**src/rtl/spi_master_arbiter.sv**
```systemverilog
// spi_master_arbiter: round-robin arbiter and transaction sequencer sharing one spi_master among requesters
module spi_master_arbiter #(
    parameter int NUM_REQ        = 4,
    parameter int DATA_WIDTH     = 8,
    parameter int TIMEOUT_CYCLES = 50_000,
    parameter int GUARD_CYCLES   = 4
) (
    input  logic                          clk_i,
    input  logic                          rst_n_i,
    input  logic [NUM_REQ-1:0]            req_valid_i,
    input  logic [NUM_REQ*DATA_WIDTH-1:0] req_data_i,
    output logic [NUM_REQ-1:0]            req_ready_o,
    output logic [NUM_REQ-1:0]            rsp_valid_o,
    output logic [DATA_WIDTH-1:0]         rsp_data_o,
    output logic                          rsp_err_o,
    output logic [NUM_REQ-1:0]            dev_sel_o,
    output logic                          m_start_o,
    output logic [DATA_WIDTH-1:0]         m_tx_data_o,
    input  logic                          m_busy_i,
    input  logic                          m_done_i,
    input  logic [DATA_WIDTH-1:0]         m_rx_data_i
);
    localparam int IW = $clog2(NUM_REQ);
    localparam int CW = $clog2(TIMEOUT_CYCLES);
    localparam int GW = $clog2(GUARD_CYCLES + 1);

    typedef enum logic [1:0] {IDLE, START, WAIT, GUARD} state_t;

    state_t                  state_q, state_d;
    logic [IW-1:0]           grant_q, grant_d, last_q, last_d, win;
    logic                    found;
    logic [CW-1:0]           cnt_q, cnt_d;
    logic [GW-1:0]           gcnt_q, gcnt_d;
    logic [NUM_REQ-1:0]      req_ready_q, req_ready_d, rsp_valid_q, rsp_valid_d, dev_sel_q, dev_sel_d;
    logic [DATA_WIDTH-1:0]   rsp_data_q, rsp_data_d, m_tx_data_q, m_tx_data_d;
    logic                    rsp_err_q, rsp_err_d, m_start_q, m_start_d;

    // Round-robin search: scan downward so the requester closest after last_q is written last and wins
    always_comb begin
        found = 1'b0;
        win   = last_q;
        for (int k = NUM_REQ; k >= 1; k--) begin
            if (req_valid_i[(int'(last_q) + k) % NUM_REQ]) begin
                found = 1'b1;
                win   = IW'((int'(last_q) + k) % NUM_REQ);
            end
        end
    end

    // Next-state and next-output logic; every output is produced one cycle ahead so it leaves a register
    always_comb begin
        state_d     = state_q;
        grant_d     = grant_q;
        last_d      = last_q;
        cnt_d       = cnt_q;
        gcnt_d      = gcnt_q;
        req_ready_d = '0;
        rsp_valid_d = '0;
        rsp_data_d  = '0;
        rsp_err_d   = 1'b0;
        dev_sel_d   = dev_sel_q;
        m_start_d   = 1'b0;
        m_tx_data_d = m_tx_data_q;
        case (state_q)
            IDLE: if (found && !m_busy_i) begin
                grant_d     = win;
                last_d      = win;
                m_tx_data_d = req_data_i[win*DATA_WIDTH +: DATA_WIDTH];
                m_start_d   = 1'b1;
                req_ready_d = NUM_REQ'(1) << win;
                dev_sel_d   = NUM_REQ'(1) << win;
                state_d     = START;
            end
            START: begin
                cnt_d   = '0;
                state_d = WAIT;
            end
            WAIT: if (m_done_i || cnt_q == CW'(TIMEOUT_CYCLES - 1)) begin
                rsp_valid_d = NUM_REQ'(1) << grant_q;
                rsp_data_d  = m_done_i ? m_rx_data_i : '0;
                rsp_err_d   = !m_done_i;
                dev_sel_d   = '0;
                gcnt_d      = '0;
                state_d     = GUARD;
            end else begin
                cnt_d = (&cnt_q) ? cnt_q : cnt_q + 1'b1;
            end
            GUARD: begin
                gcnt_d  = gcnt_q + 1'b1;
                state_d = (gcnt_q == GW'(GUARD_CYCLES - 1)) ? IDLE : GUARD;
            end
            default: state_d = IDLE;
        endcase
    end

    // State and registered outputs; reset leaves requester 0 with first priority
    always_ff @(posedge clk_i or negedge rst_n_i) begin
        if (!rst_n_i) begin
            state_q     <= IDLE;
            grant_q     <= '0;
            last_q      <= IW'(NUM_REQ - 1);
            cnt_q       <= '0;
            gcnt_q      <= '0;
            req_ready_q <= '0;
            rsp_valid_q <= '0;
            rsp_data_q  <= '0;
            rsp_err_q   <= 1'b0;
            dev_sel_q   <= '0;
            m_start_q   <= 1'b0;
            m_tx_data_q <= '0;
        end else begin
            state_q     <= state_d;
            grant_q     <= grant_d;
            last_q      <= last_d;
            cnt_q       <= cnt_d;
            gcnt_q      <= gcnt_d;
            req_ready_q <= req_ready_d;
            rsp_valid_q <= rsp_valid_d;
            rsp_data_q  <= rsp_data_d;
            rsp_err_q   <= rsp_err_d;
            dev_sel_q   <= dev_sel_d;
            m_start_q   <= m_start_d;
            m_tx_data_q <= m_tx_data_d;
        end
    end

    assign req_ready_o = req_ready_q;
    assign rsp_valid_o = rsp_valid_q;
    assign rsp_data_o  = rsp_data_q;
    assign rsp_err_o   = rsp_err_q;
    assign dev_sel_o   = dev_sel_q;
    assign m_start_o   = m_start_q;
    assign m_tx_data_o = m_tx_data_q;
endmodule
```
**config.mk**
```make
export PLATFORM = sky130hd
export DESIGN_NAME = spi_master_arbiter
export DESIGN_NICKNAME = d
export VERILOG_FILES = /design/src/rtl/spi_master_arbiter.sv
export SDC_FILE = /design/constraint.sdc
export NUM_CORES = 1
export LEC_CHECK = 0
export BUFFER_PORTS_ARGS = -buffer_cell sky130_fd_sc_hd__buf_4
export CORE_ASPECT_RATIO = 1.2
export CORE_MARGIN = 1.5
export CORE_UTILIZATION = 50
export DETAILED_ROUTE_END_ITERATION = 8
export PLACE_DENSITY_LB_ADDON = 0.12
export SLEW_MARGIN = 20
export SYNTH_ARGS = -nofsm -noshare
export SYNTH_HDL_FRONTEND = slang
export SYNTH_SLANG_ARGS = --single-unit
```
**constraint.sdc**
```tcl
create_clock -name clk_i -period 2.9 [get_ports clk_i]
set_input_delay 0.145 -clock clk_i [delete_from_list [all_inputs] [get_ports clk_i]]
set_output_delay 0.145 -clock clk_i [all_outputs]
set_load 0.02 [all_outputs]
```
**Word-level counts from Yosys, hierarchy flattened**

Cells that the tools add are included.

- Flip-flop bits (word level): 55
- Bits of input ports: 48
- Output and inout port bits: 30
- Logic and storage cells: 99

- Add/sub/neg operators: 6
- Bitwise gates (word level): 4
- Muxes and demuxes: 43
- Reductions and logical operators: 18
- Shifts and indexed selects: 3
- Equality and inequality tests: 9
- Order comparisons: 4

Operator list:

| kind | number |
|---|---|
| two-way mux 16 bit | 2 |
| case mux 16 bit (2 select lines) | 1 |
| variable part select 32 x 6 -> 8 bit | 1 |
| two-way mux 4 bit | 6 |
| two-way mux 8 bit | 3 |
| adder 16 x 1 -> 16 bit, second input constant | 1 |
| equality test 16 bit, second input constant | 1 |
| less-than comparator 3 x 4 -> 1 bit, second input constant | 4 |
| two-way mux 1 bit | 16 |
| AND reduction 16 bit | 1 |
| two-way mux 2 bit | 7 |
| binary-select mux 1 bit (select 2 bit) | 4 |
| != test 2 bit, second input constant | 4 |
| case mux 2 bit (4 select lines) | 1 |
| case mux 4 bit (2 select lines) | 1 |
| OR reduction 2 bit | 4 |
| << shifter 1 x 2 -> 4 bit, first input constant | 2 |
| case mux 3 bit (2 select lines) | 1 |
| AND reduction 2 bit | 3 |
| AND reduction 3 bit | 2 |
| nonzero test 2 bit | 3 |
| adder 2 x 1 -> 2 bit, second input constant | 2 |
| adder 2 bit, second input constant | 2 |
| AND 1 bit, first input constant | 4 |
| 9 further kinds | 11 |

**Depth between registers and ports, before layout**

Gate-level depths: netlist of the first run.

- Depth in word-level cells: 13
- Depth in mapped cells: 9
- Depth with buffers taken out: 7

**Worst setup path after synthesis of the first run**

No wires, ideal clock.

- Kind: register to register
- Start: register state_q[0]
- End: register cnt_q[13]
- Arrival: 2.027 ns
- Slack: 0.795 ns
- Buffers on the path: 2
- Period minus slack after synthesis: 2.105 ns
- Data required time: 2.822 ns
- Setup time: 0.078 ns
- Cell stages (with the launch flop): 10
- Cells stage by stage: dfrtp_1 -> inv_1 -> ha_1 -> clkbuf_1 -> nand3_1 -> nor3_1 -> a221o_1 -> buf_2 -> or4_1 -> a21oi_1

- Word-level cells in the longest chain between the ends: 3
- Elaborated cells on any way between the ends: 7
- Those cells by class: eq/ne (4); mux (1); reduce/logical (2)

Ends and longest elaborated chain:

| element | line | source |
|---|---|---|
| start: declaration | 29 | `state_t state_q, state_d;` |
| start signal: assignment | 112 | `state_q <= state_d;` |
| equality test 2 bit / equality test 2 x 1 -> 1 bit (equally long branches) | 64 | `case (state_q)` |
| != test 2 bit (no source line) / nonzero test 2 bit (equally long branches) | n/a |  |
| AND reduction 3 bit (no source line) | n/a |  |
| end signal: assignment | 115 | `cnt_q <= cnt_d;` |
| end: declaration | 32 | `logic [CW-1:0] cnt_q, cnt_d;` |

Parallel ways exist; a longest one is shown, timed or not.
A chain may end at the register's enable or synchronous reset.

**Worst setup path after layout of the first run**

Same ends and word-level chain as after synthesis.

==> impl_metrics.env, run 1 <==
export IMPL_finalSetupTns_ps=0
export IMPL_end_kind="flip-flop"
export IMPL_routed_via_density=5.63
export IMPL_die_height_um=84.0
export IMPL_setup_viol=0
export IMPL_final_hold_viol_count=0
export IMPL_placement_rows=29
export IMPL_cts_repair_resized=0
export IMPL_netlist_area_um2=2740
export IMPL_ir_worst_vdd_v=0.000580
export IMPL_postCtsHoldBufs=1
export IMPL_synth_flop_cell="dfrtp_1"
export IMPL_ys_seq_area_share_pct=50.4
export IMPL_fin_cells=412
export IMPL_rsz0062_at_grt="no"
export IMPL_yosys_warnings=0
export IMPL_htreeDepth=2
export IMPL_area_delta_synth_final_pct=27.8
export IMPL_status="complete, no violations"
export IMPL_ys_seq_elements=55
export IMPL_drtPass1Iterations=4
export IMPL_layout_common_cells="84 x buf_4, 53 x dfrtp_1, 23 x nor2_1"
export IMPL_synth_edf_count=0
export IMPL_cts_sinks=55
export IMPL_whs_path_depth=2
export IMPL_crit_type="flip-flop to flip-flop"
export IMPL_n_antenna_cell=0
export IMPL_relSlewSlack_pct=54.6
export IMPL_clockRootBuffer="clkbuf_8"
export IMPL_grt_max_degree=56
export IMPL_gp_routability_congestion=0.842
export IMPL_die_area_um2=5930
export IMPL_track_usage_pct=22.2
export IMPL_clock_skew_final_ps=9.14
export IMPL_arrival_ps=2660
export IMPL_critPathRequiredTime_ps=3150
export IMPL_wl_per_cell_um=15.0
export IMPL_power_density_nw_per_um2=819
export IMPL_cts_tree="built"
export IMPL_cp_slowest_cell="a221o_1"
export IMPL_clk_pin_slew_ps=100
export IMPL_core_um2=5300
export IMPL_dp_cells=403
export IMPL_ant_nets=0
export IMPL_drt_initial_drc_count=94
export IMPL_layout_nets=404
export IMPL_reg2reg_depth=7
export IMPL_crit_chain="inv_1 > ha_1 > nand3_1 > nor3_1 > a221o_1 > or4_1 > a21oi_1"
export IMPL_postSynthCellCount=273
export IMPL_critPathMaxStageDelay_ps=530
export IMPL_cts_buffer_depth=2
export IMPL_cp_depth=7
export IMPL_async_flop_share_pct=100
export IMPL_globalRouteOverflowTotal=0
export IMPL_finalWirelength_um=6170
export IMPL_cp_start_kind="flip-flop"
export IMPL_fmax_mhz=414
export IMPL_clock_latency_ps=310
export IMPL_hold_path_class="input port to flip-flop"
export IMPL_via_count=2319
export IMPL_synth_cell_types=46
export IMPL_antenna_found_initial=0
export IMPL_grt_pass1_vias=2312
export IMPL_path_buf_inv=1
export IMPL_timing_final_crit_period_ps=2420
export IMPL_critPathTopFamily="simple AND/OR/NAND/NOR gates"
export IMPL_start_util_pct=51.7
export IMPL_synth_nets=328
export IMPL_path_max_fanout=20
export IMPL_leakage_nw=1.68
export IMPL_io_buffers=77
export IMPL_cts_setup_buffers=0
export IMPL_drv_cap=0
export IMPL_hpwl_um=4380
export IMPL_worst_pin_slew_ps=681
export IMPL_drive_gt1_share_pct=28.6
export IMPL_die_x_um=70.5
export IMPL_drc=0
export IMPL_grt_pass1_wl_um=10600
export IMPL_slew_violations=0
export IMPL_synth_avg_cell_area_um2=10.0
export IMPL_finalCritPeriodShare_pct=83.3
export IMPL_layout_commonest_cell="buf_4"
export IMPL_io_pins=78
export IMPL_cts_buffers=5
## worst register-to-register path: cells and delay by family, from the launching register on
| family | cells | cell delay (ps) |
|---|---|---|
| simple gates | 3 | 770 |
| compound gates | 2 | 680 |
| flops | 1 | 410 |
| fa+ha+maj | 1 | 400 |
| buf+inv | 1 | 90 |
## registers in the layout, indices dropped and copies added, names as in the netlist
signal and cells:
cnt_q 16, grant_q 2, req_ready_o 4, state_q 2, m_start_o 1, last_q 2, rsp_data_o 8, m_tx_data_o 8
rsp_valid_o 4, dev_sel_o 4, gcnt_q 3, rsp_err_o 1
## layout make-up
cell class | count | area [µm²]
clock inverters | 2 | 35.0
well taps | 62 | 77.6
multi-input cells | 194 | 1250
flip-flops and latches | 55 | 1380
inverters | 8 | 30.0
clock buffers | 6 | 82.6
fillers | 453 | 1800
repair buffers | 85 | 641
## power breakdown
part           internal [W]  leakage [nW]  switching (W)
sequential         0.000950         0.720       0.000121
clock              0.000280        0.0612       0.000255
combinational      0.000513         0.898       0.000745
total               0.00174          1.68        0.00112
## Yosys cell counts, drive strengths merged (2+ instances only)
library cell / count / area share (%)
a211oi: 19 / 5.2
a21oi: 15 / 2.7
a22o: 3 / 0.96
and2: 2 / 0.46
and3: 12 / 2.7
and4: 2 / 0.73
buf: 8 / 1.9
clkbuf: 8 / 1.1
dfrtp: 53 / 48
dfstp: 2 / 1.9
ha: 7 / 3.2
inv: 8 / 1.1
mux2i: 11 / 4.0
nand2: 18 / 2.5
nand2b: 4 / 0.91
nand3: 10 / 1.8
nand4: 3 / 0.69
nor2: 23 / 3.2
nor3: 11 / 2.0
nor3b: 4 / 1.1
o21a: 3 / 0.82
o21ai: 13 / 2.4
or3: 9 / 2.1
or3b: 2 / 0.64
or4: 3 / 0.82
xnor2: 4 / 1.3
## cells by family (layout without fill, tap and decap cells)
| kind of cell | Yosys count | count (layout) | synth area share [%] |
|---|---|---|---|
| flip-flops | 55 | 55 | 50.4 |
| XOR/XNOR | 5 | 5 | 1.60 |
| AO/OA/AOI/OAI | 62 | 62 | 15.4 |
| adder cells (fa/ha/maj) | 7 | 7 | 3.20 |
| buffers and inverters | 24 | 101 | 4.07 |
| multiplexers | 12 | 12 | 4.44 |
| AND/OR/NAND/NOR | 108 | 108 | 20.9 |
## path summary, 6_finish.rpt
kind / start / endpoint / slack [ps]
max: state_q[0]$_DFFE_PN0P_ / cnt_q[13]$_DFFE_PN0P_ / 480
min: m_done_i / rsp_err_o$_DFF_PN0_ / 70
max reg2reg: state_q[0]$_DFFE_PN0P_ / cnt_q[13]$_DFFE_PN0P_ / 480
min reg2reg: gcnt_q[0]$_DFFE_PN0P_ / gcnt_q[0]$_DFFE_PN0P_ / 500
max in group asynchronous: rst_n_i / m_tx_data_o[6]$_DFFE_PN0P_ / 2050
min in group asynchronous: rst_n_i / rsp_data_o[0]$_DFF_PN0_ / 410
## metal layers
layer	global-route usage [%]	up-vias	share of wire (%)
met5	0	-	0
met4	7.38	0	1.5
met3	3.86	7	4.2
met2	39.4	60	51
met1	27.2	1109	43
li1	-	1143	-
## metrics by stage
stage | util [%] | hold slack (ps) | total power, W | area [µm²] | setup WS [ps]
floorplan | - | -151 | 0.00192 | 2740 | 795
global placement | 63.6 | 229 | 0.00232 | 3370 | 586
detailed placement | 63.6 | 236 | 0.00235 | 3370 | 487
CTS | 66.0 | 61.5 | 0.00290 | 3500 | 462
global route | 66.0 | 66.4 | 0.00306 | 3500 | 322
finish | 66.0 | 70.9 | 0.00286 | 3500 | 484
Power figures use the tool's default switching activity.
==> inputs of run 2 (changes only) <==
Settings changed: CORE_UTILIZATION 50 to 47.
Clock period 2.9 ns to 2 ns, I/O delays scaled along.
==> run 2 against run 1 <==
Compared with the run above: the run now ends with setup timing left; cell area increased by 14%; setup slack got worse by 660 ps; sequential share of layout area decreased by 4.8 points; wire length increased by 14%; combinational power increased by 94%; global-route usage decreased by 0.15 points.
==> impl_metrics.env, run 2 (synthesis results as in run 1) <==
export IMPL_path_buf_inv=1
export IMPL_multiInputGateArea_um2=1440
export IMPL_die_area_um2=6290
export IMPL_ir_worst_vdd_v=0.000814
export IMPL_crit_chain="or4b_4 > o41ai_4 > buf_4 > or2_4 > a211oi_1 > mux2_2"
export IMPL_layout_common_cells="121 x buf_4, 53 x dfrtp_1, 23 x nor2_1"
export IMPL_cts_sinks=55
export IMPL_seq_area_um2=1380
export IMPL_drtPass1Iterations=4
export IMPL_finalCritPeriodShare_pct=109
export IMPL_place_ws_ps=-133
export IMPL_cp_slowest_cell="or4b_4"
export IMPL_area_delta_synth_final_pct=45.3
export IMPL_path_max_fanout=4
export IMPL_die_height_um=86.6
export IMPL_critPathMaxStageDelay_ps=570
export IMPL_clock_latency_ps=320
export IMPL_worst_pin_slew_ps=685
export IMPL_final_core_util_pct=70.6
export IMPL_leakage_nw=1.93
export IMPL_antenna_found_initial=0
export IMPL_setup_viol=20
export IMPL_gp_routability_congestion=0.859
export IMPL_rsz0062_at_grt="yes"
export IMPL_start_util_pct=48.6
export IMPL_nFillCells=457
export IMPL_n_antenna_cell=0
export IMPL_track_usage_pct=22.1
export IMPL_largest_reg_flops=16
export IMPL_cts_buffers=5
export IMPL_cts_tree="built"
export IMPL_io_buffers=77
export IMPL_end_kind="flip-flop"
export IMPL_drv_cap=0
export IMPL_violations="setup timing"
export IMPL_dpl_cell_area_um2=3610
export IMPL_core_um2=5630
export IMPL_clockRootBuffer="clkbuf_8"
export IMPL_fmax_mhz=459
export IMPL_critPathRequiredTime_ps=2210
export IMPL_final_hold_viol_count=0
export IMPL_io_pins=78
export IMPL_slew_violations=0
export IMPL_relSlewSlack_pct=54.3
export IMPL_power_density_nw_per_um2=1170
export IMPL_dp_cells=435
export IMPL_drt_initial_drc_count=133
export IMPL_clk_pin_slew_ps=110
export IMPL_fin_cells=454
export IMPL_htreeDepth=2
export IMPL_wl_per_cell_um=15.5
export IMPL_layout_commonest_cell="buf_4"
export IMPL_grt_pass1_vias=2413
export IMPL_placement_rows=30
export IMPL_cp_start_kind="flip-flop"
export IMPL_grt_pass1_wl_um=10800
export IMPL_clock_skew_final_ps=8.82
export IMPL_arrival_ps=2390
export IMPL_via_count=2528
export IMPL_hold_path_class="input port to flip-flop"
export IMPL_timing_final_crit_period_ps=2180
export IMPL_final_area_um2=3980
export IMPL_layout_nets=444
export IMPL_regMostFlops="cnt_q"
export IMPL_crit_type="flip-flop to flip-flop"
export IMPL_hpwl_um=4880
export IMPL_drive_gt1_share_pct=43.3
export IMPL_routed_via_density=5.57
export IMPL_critPathTopFamily="simple AND/OR/NAND/NOR gates"
export IMPL_ant_nets=0
export IMPL_status="complete, but fails checks"
export IMPL_drc=0
export IMPL_layout_setup_ws_ps=-177
export IMPL_globalRouteOverflowTotal=0
export IMPL_die_x_um=72.7
export IMPL_cts_buffer_depth=2
export IMPL_grt_max_degree=56
export IMPL_finalWirelength_um=7030
==> run 2: area by class of cell <==
class,count,area share [%]
multi-input cells,194,36.2
clock inverters,3,0.724
repair buffers,125,23.9
inverters,8,0.755
clock buffers,5,1.73
flip-flops and latches,55,34.7
well taps,64,2.01
==> run 2: where the power goes <==
| part | total, W | internal, W | switching [W] |
|---|---|---|---|
| registers | 0.00155 | 0.00138 | 0.000174 |
| clock network | 0.000658 | 0.000260 | 0.000397 |
| logic | 0.00244 | 0.00113 | 0.00131 |
| total | 0.00464 | 0.00276 | 0.00188 |
==> run 2: worst reg2reg max path: stages (launching register included) <==
cell      delay (ps)
dfrtp_1          400
or4b_4           570
o41ai_4          410
buf_4            180
or2_4            160
a211oi_1          70
mux2_2           280
==> run 2: path summary, 6_finish.rpt <==
path | start | slack (ps) | cells past startpoint | end
worst min register to register | gcnt_q[0]$_DFFE_PN0P_ | 500 | 1 | gcnt_q[0]$_DFFE_PN0P_
min in group asynchronous | rst_n_i | 350 | 2 | rsp_data_o[1]$_DFF_PN0_
worst min-delay path | m_rx_data_i[1] | 30 | 2 | rsp_data_o[1]$_DFF_PN0_
max in group asynchronous | rst_n_i | 1180 | 2 | gcnt_q[0]$_DFFE_PN0P_
worst max register to register | cnt_q[11]$_DFFE_PN0P_ | -180 | 6 | cnt_q[0]$_DFFE_PN0P_
worst max-delay path | cnt_q[11]$_DFFE_PN0P_ | -180 | 6 | cnt_q[0]$_DFFE_PN0P_
==> run 2: per-layer routing <==
| metal | part of all wire (%) | vias up | GRT usage (%) |
|---|---|---|---|
| met4 | 1.9 | 0 | 7.55 |
| met1 | 41 | 1214 | 26.7 |
| met5 | 0 | - | 0 |
| li1 | - | 1226 | - |
| met2 | 52 | 77 | 39.2 |
| met3 | 4.9 | 11 | 3.95 |
==> run 2: stage by stage <==
step                      power, W  hold slack [ps]  TNS, ps
after floorplan            0.00285             -196    -64.8
after global placement     0.00359              195     -126
after detailed placement   0.00364              193     -428
after CTS                  0.00432             15.0    -89.6
after global routing       0.00491             18.5    -3860
final                      0.00464             27.9    -1830
==> run 2: timing repair <==
item,CTS,global route
setup buffers,1,10
pin swaps,0,18
gates resized for setup,5,38
hold endpoints to repair,53,0
hold buffers,1,0
endpoints found under the setup margin,20,35
==> inputs of run 3 (changes only) <==
Settings changed: CORE_UTILIZATION 47 to 45.
==> run 3 against run 2 <==
Compared with the run above: the flow still finishes with violations (setup timing); critical path type unchanged; cell area is 0.31% higher; global-route usage is 0.74 points lower; sequential cell count stayed put; critical path depth stayed put; critical endpoint unchanged; combinational power is 3% lower; largest power group unchanged; sequential power hardly changed; via count is 0.91% lower; setup slack better by 50 ps.
==> impl_metrics.env, run 3 (synthesis results as in run 1) <==
export IMPL_status="complete, but fails checks"
export IMPL_violations="setup timing"
export IMPL_htreeDepth=2
export IMPL_grt_max_degree=56
export IMPL_hpwl_um=4880
export IMPL_largest_reg_flops=16
export IMPL_drc=0
export IMPL_cts_tree="built"
export IMPL_ant_nets=0
export IMPL_layout_commonest_cell="buf_4"
export IMPL_critPathRequiredTime_ps=2200
export IMPL_globalRouteOverflowTotal=0
export IMPL_layout_setup_ws_ps=-127
export IMPL_io_buffers=77
export IMPL_relSlewSlack_pct=54.1
export IMPL_gp_routability_congestion=0.864
export IMPL_placement_rows=30
export IMPL_cts_buffers=5
export IMPL_leakage_nw=1.92
export IMPL_regMostFlops="cnt_q"
export IMPL_clock_latency_ps=310
export IMPL_die_area_um2=6560
export IMPL_place_ws_ps=-133
export IMPL_drv_cap=0
export IMPL_worst_pin_slew_ps=688
export IMPL_grt_pass1_vias=2350
export IMPL_die_height_um=88.4
export IMPL_final_hold_viol_count=0
export IMPL_power_density_nw_per_um2=1140
export IMPL_finalWirelength_um=6780
export IMPL_finalCritPeriodShare_pct=106
export IMPL_ir_worst_vdd_v=0.000866
export IMPL_arrival_ps=2330
export IMPL_nFillCells=478
export IMPL_drive_gt1_share_pct=43.4
export IMPL_n_antenna_cell=0
export IMPL_drtPass1Iterations=4
export IMPL_core_um2=5780
export IMPL_crit_type="flip-flop to flip-flop"
export IMPL_fmax_mhz=470
export IMPL_path_max_fanout=4
export IMPL_setup_viol=20
export IMPL_drt_initial_drc_count=94
export IMPL_cts_buffer_depth=2
export IMPL_hold_path_class="input port to flip-flop"
export IMPL_cp_start_kind="flip-flop"
export IMPL_track_usage_pct=21.3
export IMPL_layout_common_cells="123 x buf_4, 53 x dfrtp_1, 23 x nor2_1"
export IMPL_rsz0062_at_grt="yes"
export IMPL_layout_nets=446
export IMPL_end_kind="flip-flop"
export IMPL_area_delta_synth_final_pct=45.8
export IMPL_wl_per_cell_um=14.4
export IMPL_clockRootBuffer="clkbuf_8"
export IMPL_slew_violations=0
export IMPL_timing_final_crit_period_ps=2130
export IMPL_die_x_um=74.2
export IMPL_clk_pin_slew_ps=110
export IMPL_io_pins=78
export IMPL_grt_pass1_wl_um=10900
export IMPL_clock_skew_final_ps=5.05
export IMPL_power_total_w=0.00456
export IMPL_start_util_pct=47.3
export IMPL_antenna_found_initial=0
export IMPL_via_count=2505
export IMPL_cts_sinks=55
export IMPL_routed_via_density=5.31
==> run 3: cell count changes in the layout (fill, tap and decap cells not counted), moves of 2 or more <==
cell	before	now
buf_4	121	123
clkinv_4	2	0
ha_1	6	4
ha_2	0	2
nor3b_1	1	3
nor3b_2	3	1
o21ai_0	6	8
o21ai_1	5	3
==> run 3: per-stage QoR <==
| stage | util, % | setup TNS, ps | cell area [µm²] | std cells | hold WS [ps] |
|---|---|---|---|---|---|
| final | 69.0 | -1540 | 3990 | 472 | 26.8 |
| after CTS | 66.2 | -860 | 3820 | 467 | 16.1 |
| after global routing | 69.0 | -3210 | 3990 | 472 | 8.58 |
| after detailed placement | 63.7 | -1610 | 3680 | 458 | 195 |
| after global placement | 63.7 | -496 | 3680 | 458 | 192 |
| after floorplan | - | -64.8 | 2770 | 273 | -196 |
==> run 3: layout make-up <==
| cell class | count | area [µm²] | share of cell area (%) |
|---|---|---|---|
| sequential | 55 | 1380 | 34.6 |
| inverter | 8 | 30.0 | 0.753 |
| multi-input combinational | 194 | 1420 | 35.5 |
| clock buffer | 5 | 68.8 | 1.73 |
| clock inverter | 3 | 27.5 | 0.690 |
| tap | 80 | 100 | 2.51 |
| timing repair buffer | 127 | 967 | 24.2 |
==> run 3: timing repair <==
item,in CTS,in global routing
setup buffers,0,6
pin swaps,1,14
hold buffers,1,0
hold endpoints to repair,53,0
resized for setup,8,30
setup endpoints to repair,32,32
==> run 3: final timing paths <==
check,startpoint,end,slack (ps),cells after the start
hold reg to reg,gcnt_q[0]$_DFFE_PN0P_,gcnt_q[0]$_DFFE_PN0P_,480,1
setup reg to reg,cnt_q[7]$_DFFE_PN0P_,cnt_q[0]$_DFFE_PN0P_,-130,6
min in group asynchronous,rst_n_i,rsp_data_o[7]$_DFF_PN0_,370,2
hold / removal,m_rx_data_i[3],rsp_data_o[3]$_DFF_PN0_,30,2
max in group asynchronous,rst_n_i,cnt_q[0]$_DFFE_PN0P_,1170,2
setup / recovery,cnt_q[7]$_DFFE_PN0P_,cnt_q[0]$_DFFE_PN0P_,-130,6
==> run 3: power by group <==
group | leakage (nW) | internal (W) | total [W] | switching (W)
registers | 0.720 | 0.00138 | 0.00155 | 0.000175
clock network | 0.0467 | 0.000260 | 0.000655 | 0.000395
logic | 1.15 | 0.00111 | 0.00236 | 0.00125
total | 1.92 | 0.00275 | 0.00456 | 0.00182
==> run 3: worst max-delay path: stages, from the launching register on <==
cell	delay, ps
dfrtp_1	430
or4b_4	550
o41ai_4	390
buf_4	180
or2_4	160
a211oi_2	50
mux2_2	260
==> run 3: per-layer routing <==
| metal | share of wire (%) | wire, µm | GRT usage [%] |
|---|---|---|---|
| met4 | 1.8 | 119 | 5.89 |
| met3 | 5.2 | 352 | 3.19 |
| met2 | 51 | 3460 | 37.5 |
| met5 | 0 | 0 | 0 |
| met1 | 42 | 2850 | 27.1 |
